`src/rtl/uart_pkg.sv`:
```
// uart_pkg
//   Shared types and helpers for the UART blocks.
//   - uart_rx_state_t : receiver FSM state encoding
//   - PARITY_*        : values accepted by the PARITY parameter
//   - uart_div()      : system clocks per oversample tick, shared with the
//                       transmitter so both ends derive the same divider
package uart_pkg;

  typedef enum logic [2:0] {
    RX_IDLE,
    RX_START,
    RX_DATA,
    RX_PARITY,
    RX_STOP,
    RX_BREAK
  } uart_rx_state_t;

  localparam int PARITY_NONE = 0;
  localparam int PARITY_ODD  = 1;
  localparam int PARITY_EVEN = 2;

  // Integer division: the residual baud error is accepted by design.
  function automatic int uart_div(input int clk_freq, input int baud, input int os);
    return clk_freq / (baud * os);
  endfunction

endpackage

```
`src/rtl/uart_rx_core_if.sv`:
```
// uart_rx_core_if
//   Received-word delivery channel of the UART receiver: one-entry
//   valid/ready holding register with per-word error flags.
//   Signals:
//     rx_data    received word, LSB = first bit on the line
//     rx_valid   rx_data and the flags are valid
//     rx_ready   consumer accepts the word when rx_valid && rx_ready
//     frame_err  stop bit sampled 0 (qualified by rx_valid)
//     parity_err parity mismatch (qualified by rx_valid)
//     overrun    one-cycle pulse when a completed frame was dropped
//   Modports: master = receiver side, slave = consumer side.
interface uart_rx_core_if #(
  parameter int DATA_BITS = 8
);
  logic [DATA_BITS-1:0] rx_data;
  logic                 rx_valid;
  logic                 rx_ready;
  logic                 frame_err;
  logic                 parity_err;
  logic                 overrun;

  modport master (
    output rx_data,
    output rx_valid,
    output frame_err,
    output parity_err,
    output overrun,
    input  rx_ready
  );

  modport slave (
    input  rx_data,
    input  rx_valid,
    input  frame_err,
    input  parity_err,
    input  overrun,
    output rx_ready
  );
endinterface

```
`src/rtl/uart_baud_tick.sv`:
```
// uart_baud_tick
//   Free-running divider producing the oversample tick.
//   The counter runs 0..DIV-1 and wraps; tick is high for the single cycle
//   in which the counter sits at DIV-1. Only reset clears it.
//   Ports:
//     clk   system clock
//     reset synchronous, active-high
//     tick  one-cycle strobe every DIV clocks
module uart_baud_tick #(
  parameter int DIV = 10
) (
  input  logic clk,
  input  logic reset,
  output logic tick
);

  localparam int CW = (DIV > 1) ? $clog2(DIV) : 1;

  if (DIV < 1) begin : g_bad_div
    $error("uart_baud_tick: DIV must be >= 1");
  end

  logic [CW-1:0] cnt_q;
  logic          wrap;

  assign wrap = (cnt_q == CW'(DIV - 1));
  assign tick = wrap;

  always_ff @(posedge clk) begin
    if (reset) begin
      cnt_q <= '0;
    end else if (wrap) begin
      cnt_q <= '0;
    end else begin
      cnt_q <= cnt_q + CW'(1);
    end
  end

endmodule

```
`src/rtl/uart_rx_core.sv`:
```
// uart_rx_core
//   Parametrised UART receiver with majority-vote sampling, false-start
//   rejection, optional parity, 1 or 2 stop bits and break handling.
//   Completed words go to a one-entry valid/ready holding register.
//   Ports:
//     clk    system clock
//     reset  synchronous, active-high
//     rxd    asynchronous serial line, idle high
//     rx     delivery channel (uart_rx_core_if master): rx_data, rx_valid,
//            rx_ready, frame_err, parity_err, overrun
//     busy   receiver is not idle
module uart_rx_core
  import uart_pkg::*;
#(
  parameter int CLK_FREQ   = 100_000_000,
  parameter int BAUD_RATE  = 9_600,
  parameter int OVERSAMPLE = 16,
  parameter int DATA_BITS  = 8,
  parameter int PARITY     = 0,
  parameter int STOP_BITS  = 1
) (
  input  logic             clk,
  input  logic             reset,
  input  logic             rxd,
  uart_rx_core_if.master   rx,
  output logic             busy
);

  localparam int DIV = uart_div(CLK_FREQ, BAUD_RATE, OVERSAMPLE);
  localparam int MID = OVERSAMPLE / 2;
  localparam int SCW = $clog2(OVERSAMPLE);
  localparam int BCW = $clog2(DATA_BITS + 1);

  if (DIV < 1) begin : g_bad_div
    $error("uart_rx_core: CLK_FREQ/(BAUD_RATE*OVERSAMPLE) must be >= 1");
  end
  if ((OVERSAMPLE % 2) != 0 || OVERSAMPLE < 4) begin : g_bad_os
    $error("uart_rx_core: OVERSAMPLE must be even and >= 4");
  end
  if (DATA_BITS < 5 || DATA_BITS > 9) begin : g_bad_bits
    $error("uart_rx_core: DATA_BITS must be 5..9");
  end
  if (PARITY < PARITY_NONE || PARITY > PARITY_EVEN) begin : g_bad_par
    $error("uart_rx_core: PARITY must be 0, 1 or 2");
  end
  if (STOP_BITS < 1 || STOP_BITS > 2) begin : g_bad_stop
    $error("uart_rx_core: STOP_BITS must be 1 or 2");
  end

  // Input synchroniser; both flops idle high so reset never fakes a start.
  logic rx_meta_q;
  logic rxs;

  always_ff @(posedge clk) begin
    if (reset) begin
      rx_meta_q <= 1'b1;
      rxs       <= 1'b1;
    end else begin
      rx_meta_q <= rxd;
      rxs       <= rx_meta_q;
    end
  end

  logic tick;

  uart_baud_tick #(
    .DIV (DIV)
  ) u_tick (
    .clk   (clk),
    .reset (reset),
    .tick  (tick)
  );

  uart_rx_state_t       state_q;
  uart_rx_state_t       state_n;
  logic [SCW-1:0]       sc_q;
  logic [BCW-1:0]       bit_cnt_q;
  logic                 stop_cnt_q;
  logic                 v0_q;
  logic                 v1_q;
  logic [DATA_BITS-1:0] shreg_q;
  logic                 fe_acc_q;
  logic                 pe_acc_q;

  logic at_vote;
  logic sc_last;
  logic maj;
  logic fe_final;
  logic par_bad;
  logic last_bit;
  logic last_stop;
  logic done;

  // The third vote sample is the live rxs at the MID+1 tick, so the
  // majority is available in the same cycle it is needed.
  assign at_vote   = tick && (sc_q == SCW'(MID + 1));
  assign sc_last   = tick && (sc_q == SCW'(OVERSAMPLE - 1));
  assign maj       = (v0_q & v1_q) | (v0_q & rxs) | (v1_q & rxs);
  assign fe_final  = fe_acc_q | ~maj;
  assign par_bad   = (^shreg_q) ^ maj ^ (PARITY == PARITY_ODD);
  assign last_bit  = (bit_cnt_q == BCW'(DATA_BITS - 1));
  assign last_stop = (STOP_BITS == 1) || stop_cnt_q;

  always_ff @(posedge clk) begin
    if (reset) begin
      state_q <= RX_IDLE;
    end else begin
      state_q <= state_n;
    end
  end

  always_comb begin
    state_n = state_q;
    done    = 1'b0;
    case (state_q)
      RX_IDLE: begin
        if (tick && !rxs) state_n = RX_START;
      end
      RX_START: begin
        if (at_vote && maj)  state_n = RX_IDLE;
        else if (sc_last)    state_n = RX_DATA;
      end
      RX_DATA: begin
        if (sc_last && last_bit) begin
          state_n = (PARITY != PARITY_NONE) ? RX_PARITY : RX_STOP;
        end
      end
      RX_PARITY: begin
        if (sc_last) state_n = RX_STOP;
      end
      RX_STOP: begin
        // Complete at the last stop vote rather than at the end of the bit
        // so the next start edge can be caught even with a short stop bit.
        if (at_vote && last_stop) begin
          done    = 1'b1;
          state_n = (shreg_q == '0 && fe_final) ? RX_BREAK : RX_IDLE;
        end
      end
      RX_BREAK: begin
        if (rxs) state_n = RX_IDLE;
      end
      default: state_n = RX_IDLE;
    endcase
  end

  // Frame datapath: sample counter, vote samples, shift register, error
  // accumulators. Everything per-frame is cleared while idle, which is
  // also what clears sc on the start detection.
  always_ff @(posedge clk) begin
    if (reset) begin
      sc_q       <= '0;
      bit_cnt_q  <= '0;
      stop_cnt_q <= 1'b0;
      v0_q       <= 1'b1;
      v1_q       <= 1'b1;
      shreg_q    <= '0;
      fe_acc_q   <= 1'b0;
      pe_acc_q   <= 1'b0;
    end else if (state_q == RX_IDLE) begin
      sc_q       <= '0;
      bit_cnt_q  <= '0;
      stop_cnt_q <= 1'b0;
      fe_acc_q   <= 1'b0;
      pe_acc_q   <= 1'b0;
    end else if (tick) begin
      sc_q <= sc_last ? '0 : sc_q + SCW'(1);
      if (sc_q == SCW'(MID - 1)) v0_q <= rxs;
      if (sc_q == SCW'(MID))     v1_q <= rxs;
      if (at_vote) begin
        case (state_q)
          RX_DATA:   shreg_q  <= {maj, shreg_q[DATA_BITS-1:1]};
          RX_PARITY: pe_acc_q <= par_bad;
          RX_STOP:   fe_acc_q <= fe_final;
          default: ;
        endcase
      end
      if (sc_last) begin
        case (state_q)
          RX_DATA: bit_cnt_q  <= bit_cnt_q + BCW'(1);
          RX_STOP: stop_cnt_q <= 1'b1;
          default: ;
        endcase
      end
    end
  end

  // Holding register. A completion in the same cycle as an accept refills
  // the register directly, keeping rx_valid high.
  logic [DATA_BITS-1:0] data_q;
  logic                 valid_q;
  logic                 fe_q;
  logic                 pe_q;
  logic                 overrun_q;

  always_ff @(posedge clk) begin
    if (reset) begin
      data_q    <= '0;
      valid_q   <= 1'b0;
      fe_q      <= 1'b0;
      pe_q      <= 1'b0;
      overrun_q <= 1'b0;
    end else begin
      overrun_q <= 1'b0;
      if (done) begin
        if (!valid_q || rx.rx_ready) begin
          data_q  <= shreg_q;
          fe_q    <= fe_final;
          pe_q    <= pe_acc_q;
          valid_q <= 1'b1;
        end else begin
          overrun_q <= 1'b1;
        end
      end else if (valid_q && rx.rx_ready) begin
        valid_q <= 1'b0;
      end
    end
  end

  assign rx.rx_data    = data_q;
  assign rx.rx_valid   = valid_q;
  assign rx.frame_err  = fe_q;
  assign rx.parity_err = pe_q;
  assign rx.overrun    = overrun_q;
  assign busy          = (state_q != RX_IDLE);

endmodule

```
`src/flat_wrapper.sv`:
```
// flat-port wrapper written by rule: the top's interface ports become plain ports
module uart_rx_core_flat import uart_pkg::*;
#(
  parameter int CLK_FREQ   = 100_000_000,
  parameter int BAUD_RATE  = 9_600,
  parameter int OVERSAMPLE = 16,
  parameter int DATA_BITS  = 8,
  parameter int PARITY     = 0,
  parameter int STOP_BITS  = 1
)
  (clk, reset, rxd, busy, rx_rx_data, rx_rx_valid, rx_frame_err, rx_parity_err, rx_overrun, rx_rx_ready);
  uart_rx_core_if #(.DATA_BITS(DATA_BITS)) rx_i ();
  input  logic clk;
  input  logic reset;
  input  logic rxd;
  output logic busy;
  output wire logic [$bits(rx_i.rx_data)-1:0] rx_rx_data;
  output wire logic [$bits(rx_i.rx_valid)-1:0] rx_rx_valid;
  output wire logic [$bits(rx_i.frame_err)-1:0] rx_frame_err;
  output wire logic [$bits(rx_i.parity_err)-1:0] rx_parity_err;
  output wire logic [$bits(rx_i.overrun)-1:0] rx_overrun;
  input wire logic [$bits(rx_i.rx_ready)-1:0] rx_rx_ready;
  assign rx_rx_data = rx_i.rx_data;
  assign rx_rx_valid = rx_i.rx_valid;
  assign rx_frame_err = rx_i.frame_err;
  assign rx_parity_err = rx_i.parity_err;
  assign rx_overrun = rx_i.overrun;
  assign rx_i.rx_ready = rx_rx_ready;
  uart_rx_core #(.CLK_FREQ(CLK_FREQ), .BAUD_RATE(BAUD_RATE), .OVERSAMPLE(OVERSAMPLE), .DATA_BITS(DATA_BITS), .PARITY(PARITY), .STOP_BITS(STOP_BITS)) u_core (.clk(clk), .reset(reset), .rxd(rxd), .rx(rx_i), .busy(busy));
endmodule
```
`config.mk`:
```
export PLATFORM = sky130hd
export DESIGN_NAME = uart_rx_core_flat
export DESIGN_NICKNAME = d
export VERILOG_FILES = /design/src/rtl/uart_pkg.sv /design/src/rtl/uart_rx_core_if.sv /design/src/rtl/uart_baud_tick.sv /design/src/rtl/uart_rx_core.sv /design/src/flat_wrapper.sv
export SDC_FILE = /design/constraint.sdc
export NUM_CORES = 1
export LEC_CHECK = 0
export CORE_MARGIN = 2
export CORE_UTILIZATION = 55
export DETAILED_ROUTE_END_ITERATION = 16
export MAX_ROUTING_LAYER = met4
export PLACE_DENSITY = 0.77
export SYNTH_ARGS = -nofsm -noshare
export SYNTH_HDL_FRONTEND = slang
export SYNTH_SLANG_ARGS = --single-unit
```
`constraint.sdc`:
```
create_clock -name clk -period 3.6 [get_ports clk]
set_clock_uncertainty 0.1 [all_clocks]
set_input_delay 0.9 -clock clk [delete_from_list [all_inputs] [get_ports clk]]
set_output_delay 0.9 -clock clk [all_outputs]
set_load 0.02 [all_outputs]
```
==> flow_metrics.py, run 1 <==
metrics = {
    "clock_tree": {
        "insertion_delay_ps": 290,
        "cts.sinks": 47,
        "clock_path_buffers": 2,
        "ctsResizeCount": 0,
        "postCtsHoldBufs": 0,
        "cts_root_buffer": "clkbuf_8",
        "cts_post_setup_buffers_inserted": 0,
        "path_clk_slew_ps": 90,
        "htree_levels": 2,
        "cts_tree": "done",
        "numCtsBuffers": 5,
    },
    "logic_synthesis": {
        "synth-main-ff-cell": "dfxtp_1",
        "yosysUniqueCellTypes": 47,
        "yosysWarnings": 0,
        "synth_area_leader_cell": "dfxtp_1",
        "synth_nets": 259,
        "netlist_area_um2": 2170,
        "ys_top_cells_by_area": "dfxtp_1, ha_1, mux2i_1",
        "synth.top_cell.area_share": 0.434,
        "ys_ff_latch": 47,
        "synth-edff-count": 0,
        "ys_seq_area_frac": 0.434,
        "async_flop_share": 0,
        "netlist_instances": 245,
        "avgSynthCellArea_um2": 8.85,
    },
    "finish": {
        "nFillCells": 324,
        "fin_util": 0.660,
        "area_delta_synth_final_pct": 13.1,
        "nets": 275,
        "diodes": 0,
        "drive_above_1_share": 0.0649,
    },
    "pwr": {
        "ir_worst_vdd_v": 0.000226,
        "finalPower_w": 0.000922,
        "leakagePower_nw": 0.815,
        "p_per_area_nw_per_um2": 376,
    },
    "worst_hold_path": {
        "worstHoldStart": "u_core.rx_meta_q",
        "hold_path_class": "flop to flop",
    },
    "route": {
        "firstDrtPassIters": 4,
        "finalWirelength_mm": 3.84,
        "ant_nets": 0,
        "routed-via-count": 1665,
        "drc": 0,
        "viasPerCell": 5.37,
        "drtIter0Drc": 104,
        "post_drt_wl_per_cell_um": 12.4,
    },
    "die": {
        "rows": 22,
        "top_level_ports": 17,
        "start_util": 0.583,
        "core-area_um2": 3720,
        "die-area_um2": 4460,
        "die_h_um": 66.8,
        "chipWidth_um": 66.8,
    },
    "global_routing": {
        "grt_start_max_net_pins": 26,
        "grt_use_total": 0.199,
        "antenna_found_initial": 0,
        "overflow": 0,
        "grt_pass1_vias": 1550,
        "grt_pass1_wl_mm": 6.71,
    },
    "critical_path": {
        "cp_max_fo": 8,
        "critPathKind": "flop to primary output",
        "cp.arrival_ps": 1720,
        "cpMaxStageDelayCell": "clkdlybuf4s50_1",
        "crit_buf_inv": 1,
        "crit_chain": "or3_1 -> clkdlybuf4s50_1",
        "r2r_start": "u_core.u_tick.cnt_q[4]",
        "slowest_delay_ps": 570,
        "startpoint_type": "flop",
        "path_delay_family": "buffers and inverters",
        "critPathRequiredTime_ps": 2600,
        "startpoint": "u_core.state_q[0]",
        "end_kind": "primary output",
    },
    "job": {
        "maxCapViolations": 0,
    },
    "placement": {
        "post-dp-hpwl_mm": 2.67,
        "portBuffers": 16,
        "place_congestion": 0.780,
    },
    "outcome": {
        "status": "completed",
    },
    "sta": {
        "report.final.slew_viol_count": 0,
        "hold_viol": 0,
        "slew-limit-headroom": 0.600,
        "post-route-period-util": 0.755,
        "worst_pin_slew_ps": 600,
        "min_period_ps": 2720,
        "finalSetupViolCount": 0,
        "fin_setup_tns_ps": 0,
        "fmax_mhz": 368,
        "hold_slack_ps": 313,
        "rsz0062_at_grt": "no",
    },
}
-- power by group --
part / switching, W / internal (W)
clock network: 0.000171 / 0.000136
logic: 0.0000470 / 0.0000308
registers: 0.0000106 / 0.000527
total: 0.000228 / 0.000694
-- registers in the layout (all words and copies together) (netlist names) --
name / flops
u_core.rx_meta_q: 1
u_core.bit_cnt_q: 4
u_core.u_tick.cnt_q: 10
u_core.rx.overrun: 1
u_core.fe_acc_q: 1
u_core.shreg_q: 8
u_core.v0_q: 1
u_core.rx.rx_valid: 1
u_core.rx.frame_err: 1
u_core.rx.parity_err: 1
u_core.v1_q: 1
u_core.state_q: 3
u_core.pe_acc_q: 1
u_core.rxs: 1
u_core.rx.rx_data: 8
u_core.sc_q: 4
-- cell families after synthesis --
| group | count (synthesis) | synth area share |
|---|---|---|
| and+or+nand+nor | 105 | 0.256 |
| DFF | 47 | 0.434 |
| xor gates and xnor gates | 16 | 0.0647 |
| muxes | 12 | 0.0554 |
| AOI/OAI and AO/OA | 30 | 0.0826 |
| adders and majority gates | 11 | 0.0624 |
| buffers and inverters | 24 | 0.0445 |
-- through the flow --
stage               setup slack [ps]  area, µm²  std cells
finish                           882       2450        310
global placement                1000       2370        302
CTS                              893       2450        310
detailed placement               941       2370        302
floorplan                       1480       2170        245
global route                     824       2450        310
-- synth_stat cells (2+ instances only) --
cell	number
a21oi_1	17
and3_1	4
and4_1	3
buf_2	2
clkbuf_1	7
dfxtp_1	47
ha_1	10
inv_1	14
mux2i_1	12
nand2_1	25
nand2b_1	3
nand3_1	12
nand3b_1	3
nor2_1	31
nor3_1	3
o21ai_0	3
or2_2	3
or3_1	3
xnor2_1	12
xor2_1	4
-- final cells by class --
cell class                      count  area, µm²  share of cell area
Clock inverter                      2       12.5             0.00510
Clock buffer                        6       72.6              0.0296
Inverter                           14       52.6              0.0214
Multi-Input combinational cell    174       1130               0.461
Sequential cell                    47        941               0.384
Timing Repair Buffer               19        183              0.0745
Tap cell                           48       60.1              0.0245
-- cell usage in the layout, fill, tap and decap left out, drive strengths merged, types with 3 or more instances in the layout --
cell            n
dfxtp          47
nor2           31
nand2          25
a21oi          17
clkdlybuf4s50  16
inv            14
mux2i          12
nand3          12
xnor2          12
ha             10
clkbuf          6
xor2            4
and3            4
nor3            4
o21ai           4
or3             3
nand3b          3
nand2b          3
and4            3
or2             3
buf             3
-- worst paths after layout --
path | to | slack, ps | cells past startpoint
hold / removal | u_core.rxs | 310 | 1
setup / recovery | busy | 880 | 2
hold reg to reg | u_core.rxs | 310 | 1
setup reg to reg | u_core.rx.rx_data[6] | 1070 | 6
-- per-layer routing --
layer | part of all wire | wire [µm] | GRT usage | up-vias
met2 | 0.45 | 1710 | 0.305 | 46
met4 | 0.0094 | 36 | 0.0740 | 0
met1 | 0.49 | 1900 | 0.262 | 752
met3 | 0.049 | 189 | 0.0389 | 4
met5 | 0 | 0 | - | -
li1 | - | - | - | 863
-- worst register-to-register path: stages, from the launching register on --
cell and delay (ps):
dfxtp_1 350, or4b_4 580, nor4_2 220, buf_4 230
and4_1 610, mux2i_1 270, nor2_1 60
No activity file was read; power rests on OpenSTA's default activity.
==> run 2, diff against run 1 <==
==> constraint.sdc (replaced) <==
create_clock -name clk -period 2.7 [get_ports clk]
set_clock_uncertainty 0.1 [all_clocks]
set_input_delay 0.675 -clock clk [delete_from_list [all_inputs] [get_ports clk]]
set_output_delay 0.675 -clock clk [all_outputs]
set_load 0.02 [all_outputs]
==> run 2 against run 1 <==
Net effect: flip-flop and latch count unchanged; setup slack got worse by 680 ps; hold slack improved by 3.6 ps; total power increased by 40%; cell count increased by 0.65%; utilization increased by 0.91 points; sequential share of layout area decreased by 0.52 points; count of clock-buffer cells in the layout increased by 1; critical path depth unchanged; combinational power increased by 34%; first-iteration DRC count decreased by 30%; critical path type unchanged; critical endpoint unchanged; highest routed layer unchanged.
==> flow_metrics.py, run 2 (synthesis gave the netlist of run 1 again) <==
metrics = {
    "route": {
        "viasPerCell": 5.44,
        "finalWirelength_mm": 4.02,
        "routed-via-count": 1696,
        "drtIter0Drc": 73,
        "drc": 0,
        "post_drt_wl_per_cell_um": 12.9,
        "ant_nets": 0,
        "firstDrtPassIters": 4,
    },
    "global_routing": {
        "grt_pass1_vias": 1540,
        "grt_start_max_net_pins": 17,
        "antenna_found_initial": 0,
        "overflow": 0,
        "grt_pass1_wl_mm": 6.89,
        "grt_use_total": 0.208,
    },
    "die": {
        "die_h_um": 66.8,
        "die-area_um2": 4460,
        "start_util": 0.583,
        "chipWidth_um": 66.8,
        "core-area_um2": 3720,
        "rows": 22,
        "top_level_ports": 17,
    },
    "clock_tree": {
        "insertion_delay_ps": 310,
        "clock_path_buffers": 2,
        "cts_post_setup_buffers_inserted": 0,
        "cts.sinks": 47,
        "numCtsBuffers": 5,
        "htree_levels": 2,
        "cts_tree": "done",
        "postCtsHoldBufs": 0,
        "cts_root_buffer": "clkbuf_8",
        "path_clk_slew_ps": 90,
        "ctsResizeCount": 0,
    },
    "finish": {
        "diodes": 0,
        "final_cell_mix": "dfxtp_1, nor2_1, nand2_1, a21oi_1, clkdlybuf4s50_1",
        "area_delta_synth_final_pct": 14.7,
        "regMostFlops": "u_core.u_tick.cnt_q",
        "fin_util": 0.669,
        "nFillCells": 333,
        "nets": 277,
        "drive_above_1_share": 0.0758,
        "layout_commonest_cell": "dfxtp_1",
        "largest_register_ffs": 10,
    },
    "sta": {
        "post-route-period-util": 0.927,
        "setup_slack_ps": 198,
        "worst_pin_slew_ps": 545,
        "fin_setup_tns_ps": 0,
        "slew-limit-headroom": 0.635,
        "min_period_ps": 2500,
        "rsz0062_at_grt": "no",
        "report.final.slew_viol_count": 0,
        "fmax_mhz": 400,
        "finalSetupViolCount": 0,
        "hold_viol": 0,
    },
    "critical_path": {
        "cp.arrival_ps": 1730,
        "cpMaxStageDelayCell": "clkdlybuf4s50_1",
        "path_delay_family": "buffers and inverters",
        "end_kind": "primary output",
        "cp_max_fo": 8,
        "critPathRequiredTime_ps": 1920,
        "crit_buf_inv": 1,
        "r2r_start": "u_core.u_tick.cnt_q[4]",
        "critPathKind": "flop to primary output",
        "startpoint_type": "flop",
        "crit_chain": "or3_1 -> clkdlybuf4s50_1",
        "startpoint": "u_core.state_q[0]",
        "slowest_delay_ps": 560,
    },
    "placement": {
        "post-dp-hpwl_mm": 2.88,
        "place_ws_ps": 433,
        "place_congestion": 0.772,
        "portBuffers": 16,
    },
    "pwr": {
        "finalPower_w": 0.00129,
        "ir_worst_vdd_v": 0.000374,
        "leakagePower_nw": 0.834,
        "p_per_area_nw_per_um2": 519,
    },
    "worst_hold_path": {
        "hold_path_class": "flop to flop",
        "worstHoldStart": "u_core.rx_meta_q",
    },
    "outcome": {
        "status": "completed",
    },
    "job": {
        "maxCapViolations": 0,
    },
}
run 2: stage by stage:
step / hold slack, ps / area, µm² / std cells
floorplan: 289 / 2170 / 245
detailed placement: 298 / 2380 / 304
global placement: 293 / 2380 / 304
finish: 316 / 2480 / 312
global route: 339 / 2480 / 312
CTS: 318 / 2480 / 312
run 2: path summary, 6_finish.rpt:
| path | end | slack (ps) | depth (start not counted) |
|---|---|---|---|
| hold / removal | u_core.rxs | 320 | 1 |
| setup reg to reg | u_core.state_q[0] | 400 | 6 |
| setup / recovery | busy | 200 | 2 |
| hold reg to reg | u_core.rxs | 320 | 1 |
run 2: report_power, final:
group	internal, W	total (W)	switching, W
Clock	0.000233	0.000468	0.000235
Sequential	0.000703	0.000718	0.0000154
Combinational	0.0000420	0.000104	0.0000624
run 2: layout make-up:
cell class                 instances  area, µm²  area share
sequential                        47        941       0.379
clock inverter                     1       7.51     0.00302
inverter                          14       52.6      0.0211
multi-input combinational        174       1130       0.455
timing repair buffer              21        198      0.0796
clock buffer                       7       96.3      0.0388
tap                               48       60.1      0.0242
run 2: metal layers:
metal | global-route usage | part of all wire | vias up
met5 | - | 0 | -
met4 | 0.0842 | 0.011 | 0
li1 | - | - | 873
met2 | 0.316 | 0.44 | 23
met3 | 0.0456 | 0.034 | 7
met1 | 0.270 | 0.51 | 793
==> run 3, diff against run 2 <==
--- a/config.mk
+++ b/config.mk
@@ -5,11 +5,11 @@
 export SDC_FILE = /design/constraint.sdc
 export NUM_CORES = 1
 export LEC_CHECK = 0
-export CORE_MARGIN = 2
-export CORE_UTILIZATION = 55
+export CORE_MARGIN = 10
+export CORE_UTILIZATION = 51
 export DETAILED_ROUTE_END_ITERATION = 16
 export MAX_ROUTING_LAYER = met4
-export PLACE_DENSITY = 0.77
+export PLACE_DENSITY = 0.75
 export SYNTH_ARGS = -nofsm -noshare
 export SYNTH_HDL_FRONTEND = slang
 export SYNTH_SLANG_ARGS = --single-unit
==> constraint.sdc (replaced) <==
create_clock -name clk -period 2.3 [get_ports clk]
set_clock_uncertainty 0.1 [all_clocks]
set_input_delay 0.575 -clock clk [delete_from_list [all_inputs] [get_ports clk]]
set_output_delay 0.575 -clock clk [all_outputs]
set_load 0.02 [all_outputs]
==> run 3 against run 2 <==
Net effect: non-clock buffer count is 6 higher; routed wire length is 0.25% higher; utilization down 4.3 points; total power grew 16%; final area grew 2.2%; combinational power grew 30%; sequential power is 16% higher; setup slack worse by 81 ps; global-route usage fell by 8.5 points; critical path type is now flop to flop; largest power group unchanged.
==> flow_metrics.py, run 3 (synthesis gave the netlist of run 1 again) <==
metrics = {
    "outcome": {
        "status": "completed",
    },
    "critical_path": {
        "cpMaxStageDelayCell": "or4b_4",
        "cp.arrival_ps": 2330,
        "crit_end": "u_core.state_q[0]",
        "slowest_delay_ps": 560,
        "reg2reg_to": "u_core.state_q[0]",
        "crit_chain": "or4b_4 -> nor4_2 -> nor2_1 -> or4b_1 -> a21oi_1",
        "startpoint": "u_core.u_tick.cnt_q[6]",
        "startpoint_type": "flop",
        "r2r_start": "u_core.u_tick.cnt_q[6]",
        "critPathKind": "flop to flop",
        "end_kind": "flop",
        "cp_max_fo": 5,
        "critPathRequiredTime_ps": 2450,
        "ff2ff_path_depth": 5,
        "ff2ff_setup_slack_ps": 120,
    },
    "sta": {
        "worst_pin_slew_ps": 551,
        "hold_viol": 0,
        "report.final.slew_viol_count": 0,
        "finalSetupViolCount": 0,
        "fin_setup_tns_ps": 0,
        "rsz0062_at_grt": "no",
        "setup_slack_ps": 117,
        "min_period_ps": 2180,
        "fmax_mhz": 458,
        "post-route-period-util": 0.949,
        "slew-limit-headroom": 0.632,
    },
    "pwr": {
        "combinationalPowerShare": 0.090,
        "ir_worst_vdd_v": 0.000418,
        "power.switching_w": 0.000376,
        "p_int_w": 0.00112,
        "swShare": 0.251,
        "leakagePower_nw": 0.870,
        "p_per_area_nw_per_um2": 590,
        "clkPwrFrac": 0.354,
        "seq_power_share": 0.556,
    },
    "clock_tree": {
        "cts_post_setup_buffers_inserted": 0,
        "postCtsHoldBufs": 0,
        "ctsResizeCount": 1,
        "cts_tree": "done",
        "cts_root_buffer": "clkbuf_8",
        "path_clk_slew_ps": 90,
        "htree_levels": 2,
        "cts.sinks": 47,
        "insertion_delay_ps": 310,
        "numCtsBuffers": 5,
        "clock_path_buffers": 2,
    },
    "worst_hold_path": {
        "whs_path_depth": 1,
        "hold_path_class": "flop to flop",
        "worstHoldStart": "u_core.rx_meta_q",
    },
    "die": {
        "core-area_um2": 4060,
        "die_h_um": 85.2,
        "chipWidth_um": 85.2,
        "rows": 23,
        "die-area_um2": 7260,
        "start_util": 0.534,
        "top_level_ports": 17,
    },
    "placement": {
        "place_ws_ps": 158,
        "portBuffers": 16,
        "post-dp-hpwl_mm": 2.96,
        "place_congestion": 0.822,
    },
    "global_routing": {
        "grt_start_max_net_pins": 18,
        "antenna_found_initial": 0,
        "grt_pass1_wl_mm": 7.23,
        "grt_pass1_vias": 1606,
        "overflow": 0,
        "grt_use_total": 0.123,
    },
    "finish": {
        "regMostFlops": "u_core.u_tick.cnt_q",
        "nets": 283,
        "nFillCells": 364,
        "final_cell_mix": "dfxtp_1, nor2_1, nand2_1, a21oi_1, clkdlybuf4s50_1",
        "drive_above_1_share": 0.0963,
        "layout_commonest_cell": "dfxtp_1",
        "multi_input_area_um2": 1130,
        "seqCellArea_um2": 941,
        "largest_register_ffs": 10,
        "area_delta_synth_final_pct": 17.1,
        "diodes": 0,
    },
    "route": {
        "viasPerCell": 5.23,
        "firstDrtPassIters": 4,
        "finalWirelength_mm": 4.03,
        "ant_nets": 0,
        "routed-via-count": 1672,
        "drc": 0,
        "drtIter0Drc": 109,
        "post_drt_wl_per_cell_um": 12.6,
    },
    "job": {
        "maxCapViolations": 0,
    },
}
==> run 3: cell types whose count changed in the layout (fill, tap and decap cells not counted), sizes merged <==
cell / change
dlygate4sd2: +1
clkinv: +1
clkdlybuf4s50: -1
buf: +6
clkbuf: -1
==> run 3: through the flow <==
stage | std cells | hold slack (ps) | total power [W] | instance area [µm²] | utilization
floorplan | 245 | 289 | 0.000943 | 2170 | -
finish | 320 | 319 | 0.00150 | 2540 | 0.626
CTS | 320 | 322 | 0.00152 | 2540 | 0.626
global placement | 312 | 295 | 0.000990 | 2440 | 0.602
detailed placement | 312 | 300 | 0.000991 | 2440 | 0.602
global route | 320 | 339 | 0.00157 | 2540 | 0.626
==> run 3: per-layer routing <==
metal	up-vias	track usage	wire length, µm
met1	762	0.146	2000
met5	-	-	0
met3	6	0.0440	207
met2	24	0.180	1750
met4	0	0.0629	75
li1	880	-	-
==> run 3: worst min-delay path by stage <==
stage / slack [ps] / endpoint
after floorplan: 290 / u_core.rxs
final: 320 / u_core.rxs
after global routing: 340 / u_core.rxs
after detailed placement: 300 / u_core.rxs
after global placement: 290 / u_core.rxs
after CTS: 320 / u_core.rxs
==> run 3: power by group through the flow <==
stage | Sequential [W] | Combinational [W] | Clock (W)
3_5_place_dp | 0.000852 | 0.000139 | 0
5_1_grt | 0.000835 | 0.000152 | 0.000580
4_1_cts | 0.000833 | 0.000135 | 0.000549
2_1_floorplan | 0.000855 | 0.0000881 | 0
3_3_place_gp | 0.000852 | 0.000137 | 0
6_report | 0.000833 | 0.000135 | 0.000531
==> run 3: worst max-delay path: cells and delay by family, from the launching register on <==
kind / cells / cell delay (ps)
simple gates: 4 / 1530
flops: 1 / 340
compound gates: 1 / 150
==> run 3: layout make-up <==
cell class,count,area share
Timing Repair Buffer,27,0.100
Clock buffer,6,0.0325
Sequential cell,47,0.371
Multi-Input combinational cell,174,0.445
Clock inverter,2,0.00641
Tap cell,50,0.0246
Inverter,14,0.0207
